[src/rtl/dice_roll_ctrl_pkg.sv]
`default_nettype none
// ============================================================================
//  Module      : dice_pkg
//  Description : Shared types and constants for the electronic-dice roll
//                sequencer (state encoding, throw width and legal range).
//  Revision    : 1.0 - initial release
// ============================================================================
package dice_pkg;

    typedef enum logic [1:0] {
        IDLE    = 2'd0,
        ROLL    = 2'd1,
        SETTLE  = 2'd2,
        PRESENT = 2'd3
    } state_t;

    localparam int                 THROW_W   = 3;
    localparam logic [THROW_W-1:0] THROW_MIN = 3'd1;
    localparam logic [THROW_W-1:0] THROW_MAX = 3'd6;

    // A dice face is only meaningful in 1..6; 0 and 7 mean the counter glitched.
    function automatic logic is_legal_throw(input logic [THROW_W-1:0] t);
        return (t >= THROW_MIN) && (t <= THROW_MAX);
    endfunction

endpackage
`default_nettype wire

[src/rtl/dice_roll_ctrl_if.sv]
`default_nettype none
// ============================================================================
//  Module      : dice_roll_ctrl_if
//  Description : Bundle of the button pin, dice-counter link and result
//                valid/ready offer seen by the roll sequencer.
//  Revision    : 1.0 - initial release
// ============================================================================
interface dice_roll_ctrl_if #(
    parameter int CNT_W = 8
) ();
    logic                        button;
    logic [dice_pkg::THROW_W-1:0] throw;
    logic                        dice_en;
    logic                        dice_button;
    logic [dice_pkg::THROW_W-1:0] result;
    logic                        result_valid;
    logic                        result_ready;
    logic                        busy;
    logic [CNT_W-1:0]            roll_count;

    // Sequencer side
    modport master (
        input  button, throw, result_ready,
        output dice_en, dice_button, result, result_valid, busy, roll_count
    );

    // Environment side (button pin, dice counter, downstream consumer)
    modport slave (
        output button, throw, result_ready,
        input  dice_en, dice_button, result, result_valid, busy, roll_count
    );
endinterface
`default_nettype wire

[src/rtl/dice_roll_ctrl_debounce.sv]
`default_nettype none
// ============================================================================
//  Module      : button_debounce
//  Description : Two-flop synchroniser followed by a run-length debouncer.
//                o_btn_db flips after DEBOUNCE_CYCLES consecutive synchronised
//                samples that disagree with it.
//  Revision    : 1.0 - initial release
// ============================================================================
module button_debounce #(
    parameter int DEBOUNCE_CYCLES = 4
) (
    input  wire logic clk,
    input  wire logic rst,
    input  wire logic i_button,
    output logic      o_btn_db
);
    localparam int                    CNT_W      = $clog2(DEBOUNCE_CYCLES + 1);
    localparam logic [CNT_W-1:0]      c_CNT_LAST = CNT_W'(DEBOUNCE_CYCLES - 1);

    logic [1:0]       r_sync;
    logic [CNT_W-1:0] r_cnt;
    logic             r_db;

    // Synchronise the raw pin, then count a run of samples opposite to r_db.
    always_ff @(posedge clk) begin
        if (rst) begin
            r_sync <= 2'b00;
            r_cnt  <= '0;
            r_db   <= 1'b0;
        end else begin
            r_sync <= {r_sync[0], i_button};
            if (r_sync[1] == r_db) begin
                r_cnt <= '0;
            end else if (r_cnt == c_CNT_LAST) begin
                r_db  <= ~r_db;
                r_cnt <= '0;
            end else begin
                r_cnt <= r_cnt + 1'b1;
            end
        end
    end

    assign o_btn_db = r_db;
endmodule
`default_nettype wire

[src/rtl/dice_roll_ctrl.sv]
`default_nettype none
// ============================================================================
//  Module      : dice_roll_ctrl
//  Description : Electronic-dice sequencer. Rolls while the button is held
//                (minimum MIN_ROLL_CYCLES), slows down over SETTLE_STEPS
//                widening gaps, latches the throw and offers it valid/ready.
//  Revision    : 1.0 - initial release
// ============================================================================
module dice_roll_ctrl
    import dice_pkg::*;
#(
    parameter int DEBOUNCE_CYCLES = 4,
    parameter int MIN_ROLL_CYCLES = 8,
    parameter int SETTLE_STEPS    = 6,
    parameter int CNT_W           = 8
) (
    input  wire logic        clk,
    input  wire logic        rst,
    dice_roll_ctrl_if.master bus
);
    localparam int                TMR_W         = $clog2(MIN_ROLL_CYCLES + 1);
    localparam int                STEP_W        = $clog2(SETTLE_STEPS + 2);
    localparam logic [TMR_W-1:0]  c_TMR_MAX     = TMR_W'(MIN_ROLL_CYCLES);
    localparam logic [STEP_W-1:0] c_LAST_STEP   = STEP_W'(SETTLE_STEPS);
    localparam logic [STEP_W-1:0] c_SAMPLE_STEP = STEP_W'(SETTLE_STEPS + 1);
    localparam logic [STEP_W-1:0] c_FIRST_STEP  = STEP_W'(1);
    localparam logic [CNT_W-1:0]  c_CNT_MAX     = '1;

    logic w_btn_db;

    state_t             r_state,  w_state_nxt;
    logic [TMR_W-1:0]   r_timer,  w_timer_nxt;
    logic [STEP_W-1:0]  r_step,   w_step_nxt;
    logic [STEP_W-1:0]  r_gap,    w_gap_nxt;
    logic [THROW_W-1:0] r_result, w_result_nxt;
    logic [CNT_W-1:0]   r_count,  w_count_nxt;
    logic               r_db_prev;
    logic               r_dice_en,  w_dice_en_nxt;
    logic               r_dice_btn, w_dice_btn_nxt;
    logic               r_valid,    w_valid_nxt;
    logic               r_busy,     w_busy_nxt;

    button_debounce #(
        .DEBOUNCE_CYCLES (DEBOUNCE_CYCLES)
    ) u_debounce (
        .clk      (clk),
        .rst      (rst),
        .i_button (bus.button),
        .o_btn_db (w_btn_db)
    );

    // Next-state logic; outputs are derived from the next state so the
    // registered outputs line up exactly with the state they describe.
    always_comb begin
        w_state_nxt  = r_state;
        w_timer_nxt  = r_timer;
        w_step_nxt   = r_step;
        w_gap_nxt    = r_gap;
        w_result_nxt = r_result;
        w_count_nxt  = r_count;
        case (r_state)
            IDLE: begin
                // Only a fresh edge starts a roll; a button still held from
                // PRESENT has already been seen by r_db_prev.
                if (w_btn_db && !r_db_prev) begin
                    w_state_nxt = ROLL;
                    w_timer_nxt = '0;
                    w_step_nxt  = c_FIRST_STEP;
                    w_gap_nxt   = '0;
                end
            end
            ROLL: begin
                if (r_timer != c_TMR_MAX) begin
                    w_timer_nxt = r_timer + 1'b1;
                end
                if (!w_btn_db && (r_timer >= c_TMR_MAX)) begin
                    w_state_nxt = SETTLE;
                    w_step_nxt  = c_FIRST_STEP;
                    w_gap_nxt   = '0;
                end
            end
            SETTLE: begin
                if (r_step == c_SAMPLE_STEP) begin
                    // Cycle after the last slow-down pulse: take or retry.
                    w_step_nxt = c_FIRST_STEP;
                    w_gap_nxt  = '0;
                    if (is_legal_throw(bus.throw)) begin
                        w_result_nxt = bus.throw;
                        w_state_nxt  = PRESENT;
                    end else begin
                        w_state_nxt = ROLL;
                        w_timer_nxt = '0;
                    end
                end else if (r_gap == r_step) begin
                    // Pulse cycle closes step r_step after r_step idle cycles.
                    w_gap_nxt  = '0;
                    w_step_nxt = (r_step == c_LAST_STEP) ? c_SAMPLE_STEP
                                                         : r_step + 1'b1;
                end else begin
                    w_gap_nxt = r_gap + 1'b1;
                end
            end
            PRESENT: begin
                if (r_valid && bus.result_ready) begin
                    w_state_nxt = IDLE;
                    if (r_count != c_CNT_MAX) begin
                        w_count_nxt = r_count + 1'b1;
                    end
                end
            end
            default: w_state_nxt = IDLE;
        endcase

        w_dice_en_nxt  = (w_state_nxt == ROLL) || (w_state_nxt == SETTLE);
        w_dice_btn_nxt = (w_state_nxt == ROLL) ||
                         ((w_state_nxt == SETTLE) && (w_gap_nxt == w_step_nxt));
        w_valid_nxt    = (w_state_nxt == PRESENT);
        w_busy_nxt     = (w_state_nxt != IDLE);
    end

    // State, counters and registered outputs.
    always_ff @(posedge clk) begin
        if (rst) begin
            r_state    <= IDLE;
            r_timer    <= '0;
            r_step     <= '0;
            r_gap      <= '0;
            r_result   <= '0;
            r_count    <= '0;
            r_db_prev  <= 1'b0;
            r_dice_en  <= 1'b0;
            r_dice_btn <= 1'b0;
            r_valid    <= 1'b0;
            r_busy     <= 1'b0;
        end else begin
            r_state    <= w_state_nxt;
            r_timer    <= w_timer_nxt;
            r_step     <= w_step_nxt;
            r_gap      <= w_gap_nxt;
            r_result   <= w_result_nxt;
            r_count    <= w_count_nxt;
            r_db_prev  <= w_btn_db;
            r_dice_en  <= w_dice_en_nxt;
            r_dice_btn <= w_dice_btn_nxt;
            r_valid    <= w_valid_nxt;
            r_busy     <= w_busy_nxt;
        end
    end

    assign bus.dice_en      = r_dice_en;
    assign bus.dice_button  = r_dice_btn;
    assign bus.result       = r_result;
    assign bus.result_valid = r_valid;
    assign bus.busy         = r_busy;
    assign bus.roll_count   = r_count;
endmodule
`default_nettype wire
[src/flat_wrapper.sv]
// flat-port wrapper written by rule: the top's interface ports become plain ports
module dice_roll_ctrl_flat import dice_pkg::*;
#(
    parameter int DEBOUNCE_CYCLES = 4,
    parameter int MIN_ROLL_CYCLES = 8,
    parameter int SETTLE_STEPS    = 6,
    parameter int CNT_W           = 8
)
  (clk, rst, bus_button, bus_throw, bus_result_ready, bus_dice_en, bus_dice_button, bus_result, bus_result_valid, bus_busy, bus_roll_count);
  dice_roll_ctrl_if #(.CNT_W(CNT_W)) bus_i ();
  input  wire logic clk;
  input  wire logic rst;
  input wire logic [$bits(bus_i.button)-1:0] bus_button;
  input wire logic [$bits(bus_i.throw)-1:0] bus_throw;
  input wire logic [$bits(bus_i.result_ready)-1:0] bus_result_ready;
  output wire logic [$bits(bus_i.dice_en)-1:0] bus_dice_en;
  output wire logic [$bits(bus_i.dice_button)-1:0] bus_dice_button;
  output wire logic [$bits(bus_i.result)-1:0] bus_result;
  output wire logic [$bits(bus_i.result_valid)-1:0] bus_result_valid;
  output wire logic [$bits(bus_i.busy)-1:0] bus_busy;
  output wire logic [$bits(bus_i.roll_count)-1:0] bus_roll_count;
  assign bus_i.button = bus_button;
  assign bus_i.throw = bus_throw;
  assign bus_i.result_ready = bus_result_ready;
  assign bus_dice_en = bus_i.dice_en;
  assign bus_dice_button = bus_i.dice_button;
  assign bus_result = bus_i.result;
  assign bus_result_valid = bus_i.result_valid;
  assign bus_busy = bus_i.busy;
  assign bus_roll_count = bus_i.roll_count;
  dice_roll_ctrl #(.DEBOUNCE_CYCLES(DEBOUNCE_CYCLES), .MIN_ROLL_CYCLES(MIN_ROLL_CYCLES), .SETTLE_STEPS(SETTLE_STEPS), .CNT_W(CNT_W)) u_core (.clk(clk), .rst(rst), .bus(bus_i));
endmodule
[config.mk]
export PLATFORM = sky130hd
export DESIGN_NAME = dice_roll_ctrl_flat
export DESIGN_NICKNAME = d
export VERILOG_FILES = /design/src/rtl/dice_roll_ctrl_pkg.sv /design/src/rtl/dice_roll_ctrl_if.sv /design/src/rtl/dice_roll_ctrl_debounce.sv /design/src/rtl/dice_roll_ctrl.sv /design/src/flat_wrapper.sv
export SDC_FILE = /design/constraint.sdc
export NUM_CORES = 1
export LEC_CHECK = 0
export ABC_AREA = 1
export BUFFER_PORTS_ARGS = -buffer_cell sky130_fd_sc_hd__buf_2
export CAP_MARGIN = 20
export CORE_MARGIN = 2
export CORE_UTILIZATION = 45
export CTS_CLUSTER_DIAMETER = 80
export DETAILED_ROUTE_END_ITERATION = 8
export PLACE_DENSITY = 0.72
export SLEW_MARGIN = 20
export SYNTH_ARGS = -nofsm -noshare
export SYNTH_HDL_FRONTEND = slang
export SYNTH_SLANG_ARGS = --single-unit
[constraint.sdc]
create_clock -name clk -period 2.5 [get_ports clk]
set_input_delay 0.75 -clock clk [delete_from_list [all_inputs] [get_ports clk]]
set_output_delay 0.75 -clock clk [all_outputs]
set_load 0.01 [all_outputs]
==> Word-level counts from Yosys, hierarchy flattened <==
Index checks and enable logic that the tools add are counted.
{ "totals": {"output_inout_bits": 15, "regBits": 34, "input_bits": 7} }
{ "classes": {"order_cmp": 3, "bitwise_logic": 2, "add_sub_neg": 5, "eq_ne": 18, "n_reduce_logical": 17, "muxes": 22} }
{ "op_table": {"columns": ["op", "n"], "rows": [
  ["3-bit 2-to-1 mux", 9],
  ["3-bit one-hot mux with 3 select lines", 2],
  ["4-bit 2-to-1 mux", 4],
  ["4-bit one-hot mux with 3 select lines", 1],
  ["2-bit 2-to-1 mux", 5],
  ["3-bit by 1-bit adder with 3-bit output, second input constant", 3],
  ["8-bit by 1-bit adder with 8-bit output, second input constant", 1],
  ["2-bit == test, second input constant", 4],
  ["8-bit inequality test, second input constant", 1],
  ["2-bit one-hot mux with 4 select lines", 1],
  ["3-bit == test", 2],
  ["3-bit == test, second input constant", 2],
  ["2-bit by 1-bit inequality test with 1-bit output, second input constant", 3],
  ["3-bit AND reduction", 2],
  ["1-bit logical AND", 5],
  ["5-bit AND reduction", 1],
  ["4-bit by 1-bit adder with 4-bit output, second input constant", 1],
  ["2-bit by 1-bit == test with 1-bit output, second input constant", 2],
  ["4-bit >= comparator, second input constant", 1],
  ["4-bit inequality test, second input constant", 1],
  ["3-bit by 2-bit == test with 1-bit output, second input constant", 1],
  ["3-bit by 1-bit >= comparator with 1-bit output, second input constant", 1],
  ["3-bit <= comparator, second input constant", 1],
  ["3-bit nonzero test", 1],
  ["other kinds (9)", 12]
]} }

==> Longest topological paths before layout <==
Gate-level depths: netlist of run 1.
{ "depth": {"word_depth": 8, "ltp_mapped": 12, "ltp_nobuf": 12} }

==> Cells and area by module <==
A second synthesis of run 1 with hierarchy kept.
{ "unflattened": {"hier_cells": 252, "area_unflattened_um2": 1799.2} }
{ "modules_own_cells": {"columns": ["mod", "instances", "area_each_um2", "cells_each", "seq_area_each_um2"], "rows": [
  ["dice_roll_ctrl", 1, 1572.8, 225, 560.5],
  ["button_debounce", 1, 226.5, 27, 120.1]
]} }

==> Worst setup path before layout of run 1 <==
Ideal clock, no wire load.
{ "synth_timing": {"kind": "input -> register", "start": "input bus_result_ready", "end": "register u_core.r_dice_btn (netlist: u_core.bus.dice_button)", "required_ns": 2.433, "arrival_time_ns": 2.017, "path_slack_ns": 0.416, "stages": 9, "cell_sequence": "nand2_1 -> inv_1 -> nor2_1 -> o41ai_1 -> ha_1 -> nand2_1 -> nor2_1 -> nand3_1 -> a21oi_2"} }
{ "synth_via": {"elab_chain_cells": 6, "elab_cells_between_ends": 7, "cone_classes": "eq/ne (2); mux (2); reduce/logical (3)"} }
{ "synth_rtl": {"columns": ["item", "line", "text"], "rows": [
  ["from (decl)", "flat_wrapper.sv:15", "input wire logic [$bits(bus_i.result_ready)-1:0] bus_result_ready;"],
  ["1-bit logical AND *", "dice_roll_ctrl.sv:104", "if (r_valid && bus.result_ready) begin"],
  ["2-bit 2-to-1 mux *", "dice_roll_ctrl.sv:104", null],
  ["2-bit one-hot mux with 4 select lines *", "dice_roll_ctrl.sv:61", "case (r_state)"],
  ["2-bit == test", "dice_roll_ctrl.sv:116", "((w_state_nxt == SETTLE) && (w_gap_nxt == w_step_nxt));"],
  ["1-bit logical AND", "dice_roll_ctrl.sv:116", null],
  ["1-bit logical OR *", "dice_roll_ctrl.sv:115", "w_dice_btn_nxt = (w_state_nxt == ROLL) ||"],
  ["to (signal assigned)", "dice_roll_ctrl.sv:144", "r_dice_btn <= w_dice_btn_nxt;"],
  ["to (decl)", "dice_roll_ctrl.sv:39", "logic r_dice_btn, w_dice_btn_nxt;"]
]} }
Every way passes the cells marked *; elsewhere a longest branch is shown, timed or not.
A chain may end at the register's enable or synchronous reset.

==> Final worst setup path of run 1 <==
{ "layout_timing": {"start": "register u_core.r_step[1]", "end": "register u_core.r_dice_btn (netlist: u_core.bus.dice_button)"} }
{ "layout_via": {"elab_chain_cells": 8, "elab_cells_between_ends": 20, "cone_classes": "add/sub (1); eq/ne (6); mux (11); reduce/logical (2)"} }
{ "layout_rtl": {"columns": ["item", "line", "text"], "rows": [
  ["from (decl)", "dice_roll_ctrl.sv:33", "logic [STEP_W-1:0] r_step, w_step_nxt;"],
  ["from (signal assigned)", "dice_roll_ctrl.sv:138", "r_step <= w_step_nxt;"],
  ["3-bit by 1-bit adder with 3-bit output / 3-bit == test (equally long branches)", "dice_roll_ctrl.sv:98, dice_roll_ctrl.sv:97", null],
  ["3-bit 2-to-1 mux", "dice_roll_ctrl.sv:97", "w_step_nxt = (r_step == c_LAST_STEP) ? c_SAMPLE_STEP"],
  ["3-bit 2-to-1 mux", "dice_roll_ctrl.sv:94", "end else if (r_gap == r_step) begin"],
  ["3-bit 2-to-1 mux", "dice_roll_ctrl.sv:83", "if (r_step == c_SAMPLE_STEP) begin"],
  ["3-bit one-hot mux with 3 select lines", "dice_roll_ctrl.sv:61", null],
  ["3-bit == test", "dice_roll_ctrl.sv:116", null],
  ["1-bit logical AND", "dice_roll_ctrl.sv:116", null],
  ["1-bit logical OR *", "dice_roll_ctrl.sv:115", null]
]} }
Marks and branches as above.

==> metrics, run 1 <==
GP Congestion approximately 0.77; Rel. slew slack 75.1%; Hold WS 0.414 ns; Max clock buf depth 2; Synth Cell Area approximately 1800 sq um; f_max between 500 and 600 MHz; Fill cells 389; drt wl/cell roughly 11 um; leakage power 0.989 nW; Final Util between 50% and 60%; sequential fraction of the synthesis area between 30% and 40%; diode count 0; status finished, final reports clean; Worst-Margin Slew roughly 0.37 ns; DR vias/cell approximately 4.8; syn avg cell area 7.49 sq um; largest net degree at the start of global routing 19; Slew Limit Fails 0; port bufs 21; CP Buf/Inv Count 2; CTS Hold Bufs 0; Sum Neg Setup Slack 0 ns; DRT Pass-1 Iters 4; Hold Startpoint u_core.u_debounce.r_sync[0]$_SDFF_PP0_; Hold Crit Class reg2reg; Initial Util 46.6%; most frequent CP cell ha_1; CP max-delay cell dfxtp_1; largest stage delay on the critical path 0.38 ns; Synth warnings 0; Reg-to-Reg End u_core.bus.dice_button$_SDFF_PP0_; Mapped Cells 247; site row count 23; crit path DAT 2.16 ns; Worst EP required 2.71 ns; All-Layer GR Usage roughly 17%; vias after detailed routing 1,543; cts repair resizes 0; pre-CTS setup slack 0.427 ns; grt ovf 0; reg2reg start u_core.r_step[1]$_SDFF_PP0_; Final WS setup about 0.55 ns; CP Cell Sequence ha_1, ha_1, inv_1, nor3_1, o41ai_1, buf_4, ha_1, nand2_1, nor2_1, nand3_1, a21oi_2; crit path launch type register; Die ar. 4640 sq um; Post-synth EDFFs 0; # IOs 22; Final Cycle Share 78.0%; Power Density 508 nW/um^2; HPWL after DPL 2640 um; die height 68.1 um; CP endpoint kind register; Main synth FF type dfxtp_1; Layout Nets 293; Net Count, Synth about 270; antenna viol nets, final 0; Starting DRT DRC Count 48; WHS Endpoint u_core.u_debounce.r_sync[1]$_SDFF_PP0_; fraction of layout cells with a size suffix above 1 20.5%; clock-pin transition on the worst setup and hold timing paths 0.07 ns; Core ar. 3970 sq um; flop2flop setup slack 0.55 ns; final hold vios 0; number of global-route vias before repair 1,454; antenna violations before repair 0; Cell variety after synth 37; RSZ-0062 raised after global routing no; CTS H-Tree Depth 2; Detailed Route WL 3420 um; crit-path max FO 5; final setup fails 0; CTS buffer count 5; Synth async-reset ratio 0%; CTS tree yes; Setup CP Type reg2reg; first-pass GRT wire length 5860 um; Peak VDD IR around 280 uV; hold path cells 2; post-route minimum period just under 2 ns; worst skew pair latency roughly 0.28 ns; Final Skew 0.00763 ns; CTS root buf clkbuf_8; Layout area overhead 14.9%; DR DRC count 0; reg2reg path depth 11; Max-Cap Viols 0; CTS Sinks 34; CP top delay family adder cells; number of synthesized register bits 34; Setup Buffers After CTS 0; Die X 68.1 um
[area by class of cell]
type                    instances  area, sq um  share of cell area [%]
flip-flops and latches         34          681                    32.0
clock inverters                 1         30.0                    1.41
multi-input cells             164          982                    46.2
clock buffers                   6         82.6                    3.89
inverters                      46          174                    8.19
well taps                      50         62.6                    2.94
repair buffers                 22          113                    5.30
[placed cells by master, fill, tap and decap left out, drive strengths merged, types with 2 or more instances in the layout]
cell type and count:
nor2 31, inv 45, a21oi 16, nand3 19
xnor2 2, xor2 4, o21ai 12, nor3 5
buf 22, nor3b 2, ha 13, clkbuf 6
nand2 47, nand4 4, dfxtp 34, nor4 2
[cells in the mapped netlist (2+ instances only)]
cell type	count	share of area [%]
a21oi_1	15	4.1
clkbuf_1	2	0.41
dfxtp_1	34	37
ha_1	13	8.8
inv_1	41	8.3
inv_2	4	0.81
nand2_1	39	7.9
nand2_2	6	2.0
nand2_4	2	1.2
nand3_1	15	4.1
nand3_2	3	1.6
nand4_1	4	1.4
nor2_1	28	5.7
nor2_2	2	0.68
nor3_1	5	1.4
o21ai_0	8	2.2
o21ai_1	2	0.54
o21ai_2	2	0.95
xor2_1	4	1.9
[kinds of logic after synthesis]
| family | after synthesis | share of synthesized area [%] |
|---|---|---|
| flops | 34 | 36.8 |
| simple gates | 111 | 30.0 |
| fa+ha+maj | 13 | 8.80 |
| xor+xnor | 6 | 3.25 |
| buf+inv | 49 | 10.1 |
| compound gates | 34 | 11.1 |
[per-layer routing]
| layer | track usage [%] | vias to the layer above | share of wire, % |
|---|---|---|---|
| met5 | 0 | - | 0 |
| met4 | 5.25 | 0 | 1.1 |
| met3 | 4.44 | 4 | 3.8 |
| met2 | 28.6 | 28 | 47 |
| met1 | 20.8 | 673 | 48 |
| li1 | - | 838 | - |
[tightest hold or removal path: stages (launching register included)]
cell and delay (ns):
dfxtp_1 0.30, inv_1 0.04, nor2_1 0.03
[power by group]
part / switching (mW) / total (mW) / leakage, nW / internal [mW]
registers: 0.00141 / 0.546 / 0.274 / 0.544
logic: 0.0169 / 0.0252 / 0.657 / 0.00834
clock network: 0.190 / 0.509 / 0.0573 / 0.319
[sequential cells by signal, indices dropped and copies added, names as in the netlist, 2 cells and up]
register and count:
u_core.r_step 3, u_core.u_debounce.r_cnt 3, u_core.bus.roll_count 8, u_core.r_timer 4, u_core.bus.result 3, u_core.r_gap 3
u_core.r_state 2, u_core.u_debounce.r_sync 2
[metrics by stage]
stage / power (mW) / area (sq um) / instances
2_1_floorplan: 0.574 / 1850 / 247
6_report: 1.08 / 2120 / 323
5_1_grt: 1.11 / 2120 / 323
4_1_cts: 1.09 / 2120 / 323
3_5_place_dp: 0.583 / 2010 / 316
3_3_place_gp: 0.583 / 2010 / 316
[worst max-delay path by stage]
stage	from	to	slack, ns	depth (start not counted)
6_report	u_core.r_step[1]$_SDFF_PP0_	u_core.bus.dice_button$_SDFF_PP0_	0.55	11
3_5_place_dp	bus_result_ready	u_core.bus.dice_button$_SDFF_PP0_	0.43	11
3_3_place_gp	bus_result_ready	u_core.bus.dice_button$_SDFF_PP0_	0.44	11
5_1_grt	u_core.r_step[1]$_SDFF_PP0_	u_core.bus.dice_button$_SDFF_PP0_	0.39	11
2_1_floorplan	bus_result_ready	u_core.bus.dice_button$_SDFF_PP0_	0.42	9
4_1_cts	u_core.r_step[1]$_SDFF_PP0_	u_core.bus.dice_button$_SDFF_PP0_	0.55	11
(Power assumes the default switching activity.)
==> run 2: changes to the inputs <==
--- a/config.mk
+++ b/config.mk
@@ -5,7 +5,7 @@
 export SDC_FILE = /design/constraint.sdc
 export NUM_CORES = 1
 export LEC_CHECK = 0
-export ABC_AREA = 1
+export ABC_AREA = 0
 export BUFFER_PORTS_ARGS = -buffer_cell sky130_fd_sc_hd__buf_2
 export CAP_MARGIN = 20
 export CORE_MARGIN = 2
==> constraint.sdc (replaced) <==
create_clock -name clk -period 1.9 [get_ports clk]
set_input_delay 0.57 -clock clk [delete_from_list [all_inputs] [get_ports clk]]
set_output_delay 0.57 -clock clk [all_outputs]
set_load 0.01 [all_outputs]
==> run 2 against run 1 <==
Against the previous run:
- the flow now finishes with violations (negative setup slack)
- worst setup slack worse by 0.62 ns
- critical path type unchanged
- register-to-register slack worse by 0.62 ns
- clock-buffer cell count unchanged
- flip-flop and latch count unchanged
- utilization up 8.1 points
- area after synthesis down 4.5%
- clock skew down 0.0025 ns
- via count down 5.1%
- critical path depth down 3
==> metrics, run 2 <==
sequential fraction of the synthesis area 38.5%; CTS buffer count 5; CP endpoint kind register; Mapped Cells 194; Pint between 1 and 1.5 mW; Starting DRT DRC Count 36; Final Skew 0.00517 ns; Sw Ratio a little under a quarter; most common cell in the netlist dfxtp_1; Synth async-reset ratio 0%; Final WS setup -0.0740 ns; Rel. slew slack 72.6%; Flop pwr share 53.9%; status finished with violations; Clock Power Share 43.9%; die height 66.7 um; area leader, netlist dfxtp_1; most instantiated cells after synthesis dfxtp_1, nor2_1, ha_1, inv_1; # IOs 22; Peak VDD IR 483 uV; Reg-to-Reg End u_core.bus.dice_button$_SDFF_PP0_; Final Non-Filler Cells 291; Core ar. ~3700 sq um; CP Buf/Inv Count 1; hold path cells 1; Cell variety after synth 43; Setup CP Type reg2reg; final setup fails 2; All-Layer GR Usage 18.3%; Main synth FF type dfxtp_1; vias after detailed routing 1,464; number of synthesized register bits 34; Post-synth EDFFs 0; DRT Pass-1 Iters 4; Psw 0.302 mW; top cell type's share of synthesized area 38.5%; Finished Cell Area ~2300 sq um; fraction of layout cells with a size suffix above 1 33.7%; crit-path max FO 3; final hold vios 0; synth top area cells dfxtp_1, ha_1, nor2_1; commonest non-fill, non-tap cell in the layout dfxtp_1; CP max-delay cell dfxtp_2; RSZ-0062 raised after global routing yes; most frequent cells in the layout dfxtp_1, nor2_1, buf_4, buf_2, inv_1; Largest register FFs 8; Layout area overhead 29.5%; worst skew pair latency approximately 0.30 ns; Die ar. 4440 sq um; DR DRC count 0; HPWL after DPL approximately 2600 um; antenna violations before repair 0; DR vias/cell 5.03; Hold Crit Class reg2reg; largest stage delay on the critical path 0.37 ns; Power Density about 580 nW/um^2; Die X 66.7 um; Worst EP required 2.11 ns; Detailed Route WL 3640 um; Comb pwr share roughly 2.2%; reg2reg path depth 8; violated checks negative setup slack; post-route minimum period 1.97 ns; pre-CTS setup slack -0.177 ns; CP Cell Sequence inv_2, ha_2, nand3b_1, a211o_1, a311oi_2, nor2_2, xnor2_2, o41ai_2; CTS tree yes; Synth warnings 0; placed cell area 2040 sq um; CTS root buf clkbuf_8; drt wl/cell ~13 um; grt ovf 0; Net Count, Synth 214; leakage power 0.959 nW; reg2reg start u_core.r_step[0]$_SDFF_PP0_; first-pass GRT wire length 6040 um; syn avg cell area 9.11 sq um; power after layout 1.33 mW; site row count 22; clock-pin transition on the worst setup and hold timing paths 0.08 ns; Fill cells 330; CP top delay family compound AO/OA/AOI/OAI gates; crit path launch type register; Layout Nets 262; Synth Cell Area 1770 sq um; port bufs 21; Hold Startpoint u_core.u_debounce.r_cnt[0]$_SDFF_PP0_; antenna viol nets, final 0; diode count 0; CTS H-Tree Depth 2; largest net degree at the start of global routing 25; flop2flop setup slack -0.07 ns; Max-Cap Viols 0; crit path DAT 2.18 ns; CTS Sinks 34; Slew Limit Fails 0; GP Congestion 0.822; f_max 507 MHz; placed insts between 200 and 300; WHS Endpoint u_core.u_debounce.r_cnt[0]$_SDFF_PP0_; Max clock buf depth 2; Initial Util 47.5%; number of global-route vias before repair about 1,400; Worst-Margin Slew 0.411 ns; Final Cycle Share 104%
[run 2: cell count changes after synthesis, sizes merged, moves of 4 or more]
cell | previous run | this run
xor2 | 4 | 9
o21ai | 12 | 7
nand2 | 47 | 9
mux2i | 0 | 4
nand3 | 19 | 5
a21oi | 16 | 9
nand2b | 0 | 9
nor2b | 0 | 6
inv | 45 | 12
[run 2: final cells by class]
class | count | area (sq um) | area share [%]
tap | 48 | 60.1 | 2.63
sequential | 34 | 684 | 29.9
clock buffer | 6 | 82.6 | 3.61
multi-input combinational | 143 | 1110 | 48.4
timing repair buffer | 46 | 293 | 12.8
inverter | 12 | 45.0 | 1.97
clock inverter | 2 | 16.3 | 0.711
[run 2: power by group through the flow]
stage | registers, mW | clock network [mW] | logic (mW)
finish | 0.716 | 0.583 | 0.0292
global route | 0.716 | 0.622 | 0.0328
CTS | 0.716 | 0.594 | 0.0294
detailed placement | 0.732 | 0 | 0.0291
global placement | 0.732 | 0 | 0.0291
floorplan | 0.732 | 0 | 0.0136
[run 2: worst max-delay path by stage]
| stage | startpoint | end | slack (ns) | cells past startpoint |
|---|---|---|---|---|
| finish | u_core.r_step[0]$_SDFF_PP0_ | u_core.bus.dice_button$_SDFF_PP0_ | -0.07 | 8 |
| global route | u_core.r_step[0]$_SDFF_PP0_ | u_core.bus.dice_button$_SDFF_PP0_ | -0.19 | 8 |
| CTS | u_core.r_step[1]$_SDFF_PP0_ | u_core.bus.dice_button$_SDFF_PP0_ | -0.02 | 8 |
| detailed placement | bus_throw[0] | u_core.bus.dice_button$_SDFF_PP0_ | -0.18 | 10 |
| global placement | bus_throw[0] | u_core.bus.dice_button$_SDFF_PP0_ | -0.14 | 10 |
| floorplan | u_core.r_step[1]$_SDFF_PP0_ | u_core.bus.dice_button$_SDFF_PP0_ | 0.002 | 8 |
[run 2: metal layers]
layer  track usage (%)  share of wire [%]
met5                 0                  0
met4              9.69                3.0
met3              5.57                4.4
met2              31.0                 49
met1              20.4                 44
[run 2: timing repair]
| item | CTS | global route |
|---|---|---|
| hold buffers | 0 | 0 |
| hold endpoints to repair | 0 | 0 |
| endpoints found under the setup margin | 4 | 6 |
| buffers inserted | 7 | 1 |
| pin swaps | 11 | 4 |
| resized for setup | 11 | 7 |
[run 2: cells by family (layout without fill, tap and decap cells)]
group / count (synthesis) / count (layout) / synth area share [%]
xor+xnor: 14 / 14 / 8.22
mux: 4 / 4 / 2.27
flops: 34 / 34 / 38.5
fa+ha+maj: 13 / 13 / 9.21
buf+inv: 17 / 66 / 4.46
compound gates: 31 / 31 / 13.2
simple gates: 81 / 81 / 24.1
[run 2: worst reg2reg max path: cells and delay by family (launching register included)]
family                   cells  cell delay [ns]
AO/OA/AOI/OAI                3             0.85
XOR/XNOR                     1             0.16
adder cells (fa/ha/maj)      1             0.18
flip-flops                   1             0.37
AND/OR/NAND/NOR              2             0.27
buffers and inverters        1             0.05
[run 2: stage by stage]
stage | setup TNS [ns] | utilization (%) | hold WS [ns]
final | -0.127 | 61.5 | 0.425
after global routing | -0.309 | 61.5 | 0.455
after CTS | -0.0234 | 60.5 | 0.431
after detailed placement | -0.572 | 55.0 | 0.419
after global placement | -0.415 | 55.0 | 0.413
after floorplan | 0 | - | 0.399
==> run 3: changes to the inputs <==
--- a/config.mk
+++ b/config.mk
@@ -6,13 +6,13 @@
 export NUM_CORES = 1
 export LEC_CHECK = 0
 export ABC_AREA = 0
-export BUFFER_PORTS_ARGS = -buffer_cell sky130_fd_sc_hd__buf_2
+export BUFFER_PORTS_ARGS = -buffer_cell sky130_fd_sc_hd__buf_4
 export CAP_MARGIN = 20
 export CORE_MARGIN = 2
-export CORE_UTILIZATION = 45
+export CORE_UTILIZATION = 57
 export CTS_CLUSTER_DIAMETER = 80
 export DETAILED_ROUTE_END_ITERATION = 8
-export PLACE_DENSITY = 0.72
+export PLACE_DENSITY = 0.87
 export SLEW_MARGIN = 20
 export SYNTH_ARGS = -nofsm -noshare
 export SYNTH_HDL_FRONTEND = slang
==> run 3 against run 2 <==
Against the previous run:
- the run still ends with negative setup slack left
- flip-flop and latch count did not move
- worst setup slack improved by 0.068 ns
- global-route usage is 5.4 points higher
- final area down 1.5%
- non-clock buffer count decreased by 4
- largest cell class unchanged
==> metrics, run 3 (synthesis results as in run 2) <==
status finished with violations; violated checks negative setup slack; # IOs 22; Final Non-Filler Cells ~270; crit path DAT about 2.2 ns; die height 59.7 um; Die ar. 3560 sq um; CTS H-Tree Depth 2; number of global-route vias before repair around 1,400; Hold Startpoint u_core.u_debounce.r_cnt[0]$_SDFF_PP0_; final hold vios 0; HPWL after DPL approximately 2600 um; DRT Pass-1 Iters 4; All-Layer GR Usage 23.7%; Max-Cap Viols 0; Final Cycle Share 100%; CTS Hold Bufs 0; RSZ-0062 raised after global routing yes; WHS Endpoint u_core.u_debounce.r_cnt[0]$_SDFF_PP0_; Rel. slew slack 74.5%; Final WS setup -0.00586 ns; Core ar. roughly 3000 sq um; hold path cells 1; placed cell area 2070 sq um; reg2reg start u_core.r_step[0]$_SDFF_PP0_; Max clock buf depth 2; worst skew pair latency 0.34 ns; vias after detailed routing approximately 1,500; commonest non-fill, non-tap cell in the layout buf_4; Detailed Route WL 3680 um; site row count 20; CP endpoint kind register; leakage power a little over 0.9 nW; Layout Nets 258; Die X between 50 and 60 um; placed insts 260; post-route minimum period 1.91 ns; Largest register FFs 8; Initial Util between 50% and 60%; GP Congestion 0.828; diode count 0; fraction of layout cells with a size suffix above 1 31.8%; final setup fails 1; CTS root buf clkbuf_4; f_max roughly 520 MHz; CTS tree yes; pre-CTS setup slack -0.186 ns; Power Density 548 nW/um^2; antenna viol nets, final 0; Setup CP Type reg2reg; largest net degree at the start of global routing 34; Hold Crit Class reg2reg; crit path launch type register; CTS Sinks 34; crit-path max FO 3; Layout area overhead 27.5%; DR DRC count 0; Reg-to-Reg End u_core.bus.dice_button$_SDFF_PP0_; Final Skew approximately 0.008 ns; Critical Path Source u_core.r_step[0]$_SDFF_PP0_; DR vias/cell between 5 and 6; antenna violations before repair 0; Worst-Margin Slew 0.382 ns; grt ovf 0; port bufs 21; reg2reg path depth 8; CTS buffer count 5; Fill cells 202; most frequent cells in the layout buf_4, nor2_1, dfxtp_1, inv_1, ha_1; Starting DRT DRC Count 40; flop2flop setup slack -0.006 ns; Peak VDD IR roughly 570 uV; Worst EP required 2.15 ns; first-pass GRT wire length 6100 um; clock-pin transition on the worst setup and hold timing paths 0.10 ns; drt wl/cell 13.5 um; Slew Limit Fails 0; Finished Cell Area 2250 sq um
run 3: cell types whose count changed in the layout (fill, tap and decap cells not counted), sizes merged:
cell | previous run | this run
inv | 13 | 12
clkinvlp | 1 | 0
buf | 46 | 42
clkbuf | 6 | 8
run 3: stage by stage:
step | util [%] | power [mW] | setup TNS, ns | hold slack, ns
3_3_place_gp | 69.0 | 0.763 | -0.669 | 0.412
5_1_grt | 75.0 | 1.29 | -0.146 | 0.441
3_5_place_dp | 69.0 | 0.763 | -0.931 | 0.422
2_1_floorplan | - | 0.746 | 0 | 0.399
6_report | 75.0 | 1.23 | -0.00586 | 0.432
4_1_cts | 74.4 | 1.25 | -0.0140 | 0.437
run 3: worst max-delay path by stage:
stage                     cells past startpoint                                 to  slack (ns)
after floorplan                               8  u_core.bus.dice_button$_SDFF_PP0_       0.002
after global placement                       10  u_core.bus.dice_button$_SDFF_PP0_       -0.14
after detailed placement                     10  u_core.bus.dice_button$_SDFF_PP0_       -0.19
after CTS                                     8  u_core.bus.dice_button$_SDFF_PP0_       -0.01
after global routing                          8  u_core.bus.dice_button$_SDFF_PP0_       -0.12
final                                         8  u_core.bus.dice_button$_SDFF_PP0_      -0.006
run 3: layout make-up:
class	count	area, sq um	share of cell area [%]
well taps	33	41.3	1.83
inverters	12	45.0	2.00
multi-input cells	143	1080	48.2
repair buffers	42	315	14.0
flip-flops and latches	34	687	30.5
clock buffers	8	78.8	3.50
run 3: worst max-delay path, cell delays in order (launching register included):
cell	delay, ns
dfxtp_2	0.39
inv_2	0.05
ha_2	0.18
nand3b_1	0.15
a211o_1	0.29
a311oi_2	0.29
nor2_1	0.10
xnor2_1	0.15
o41ai_2	0.20
run 3: layer usage:
metal	up-vias	part of all wire [%]	global-route usage, %
met5	-	0	0
met4	0	1.6	9.52
met3	6	3.9	5.63
met2	29	53	43.0
met1	690	41	26.3
li1	747	-	-
run 3: where the power goes:
group	leakage, nW	internal [mW]	switching, mW
clock network	0.0446	0.253	0.236
logic	0.610	0.0145	0.0169
registers	0.276	0.713	0.00105
run 3: repair_timing:
action                     CTS  global route
cloned                       0             0
pin swaps                    9             0
setup endpoints to repair    6             5
gates resized for setup     12             5
buffers inserted             4             0
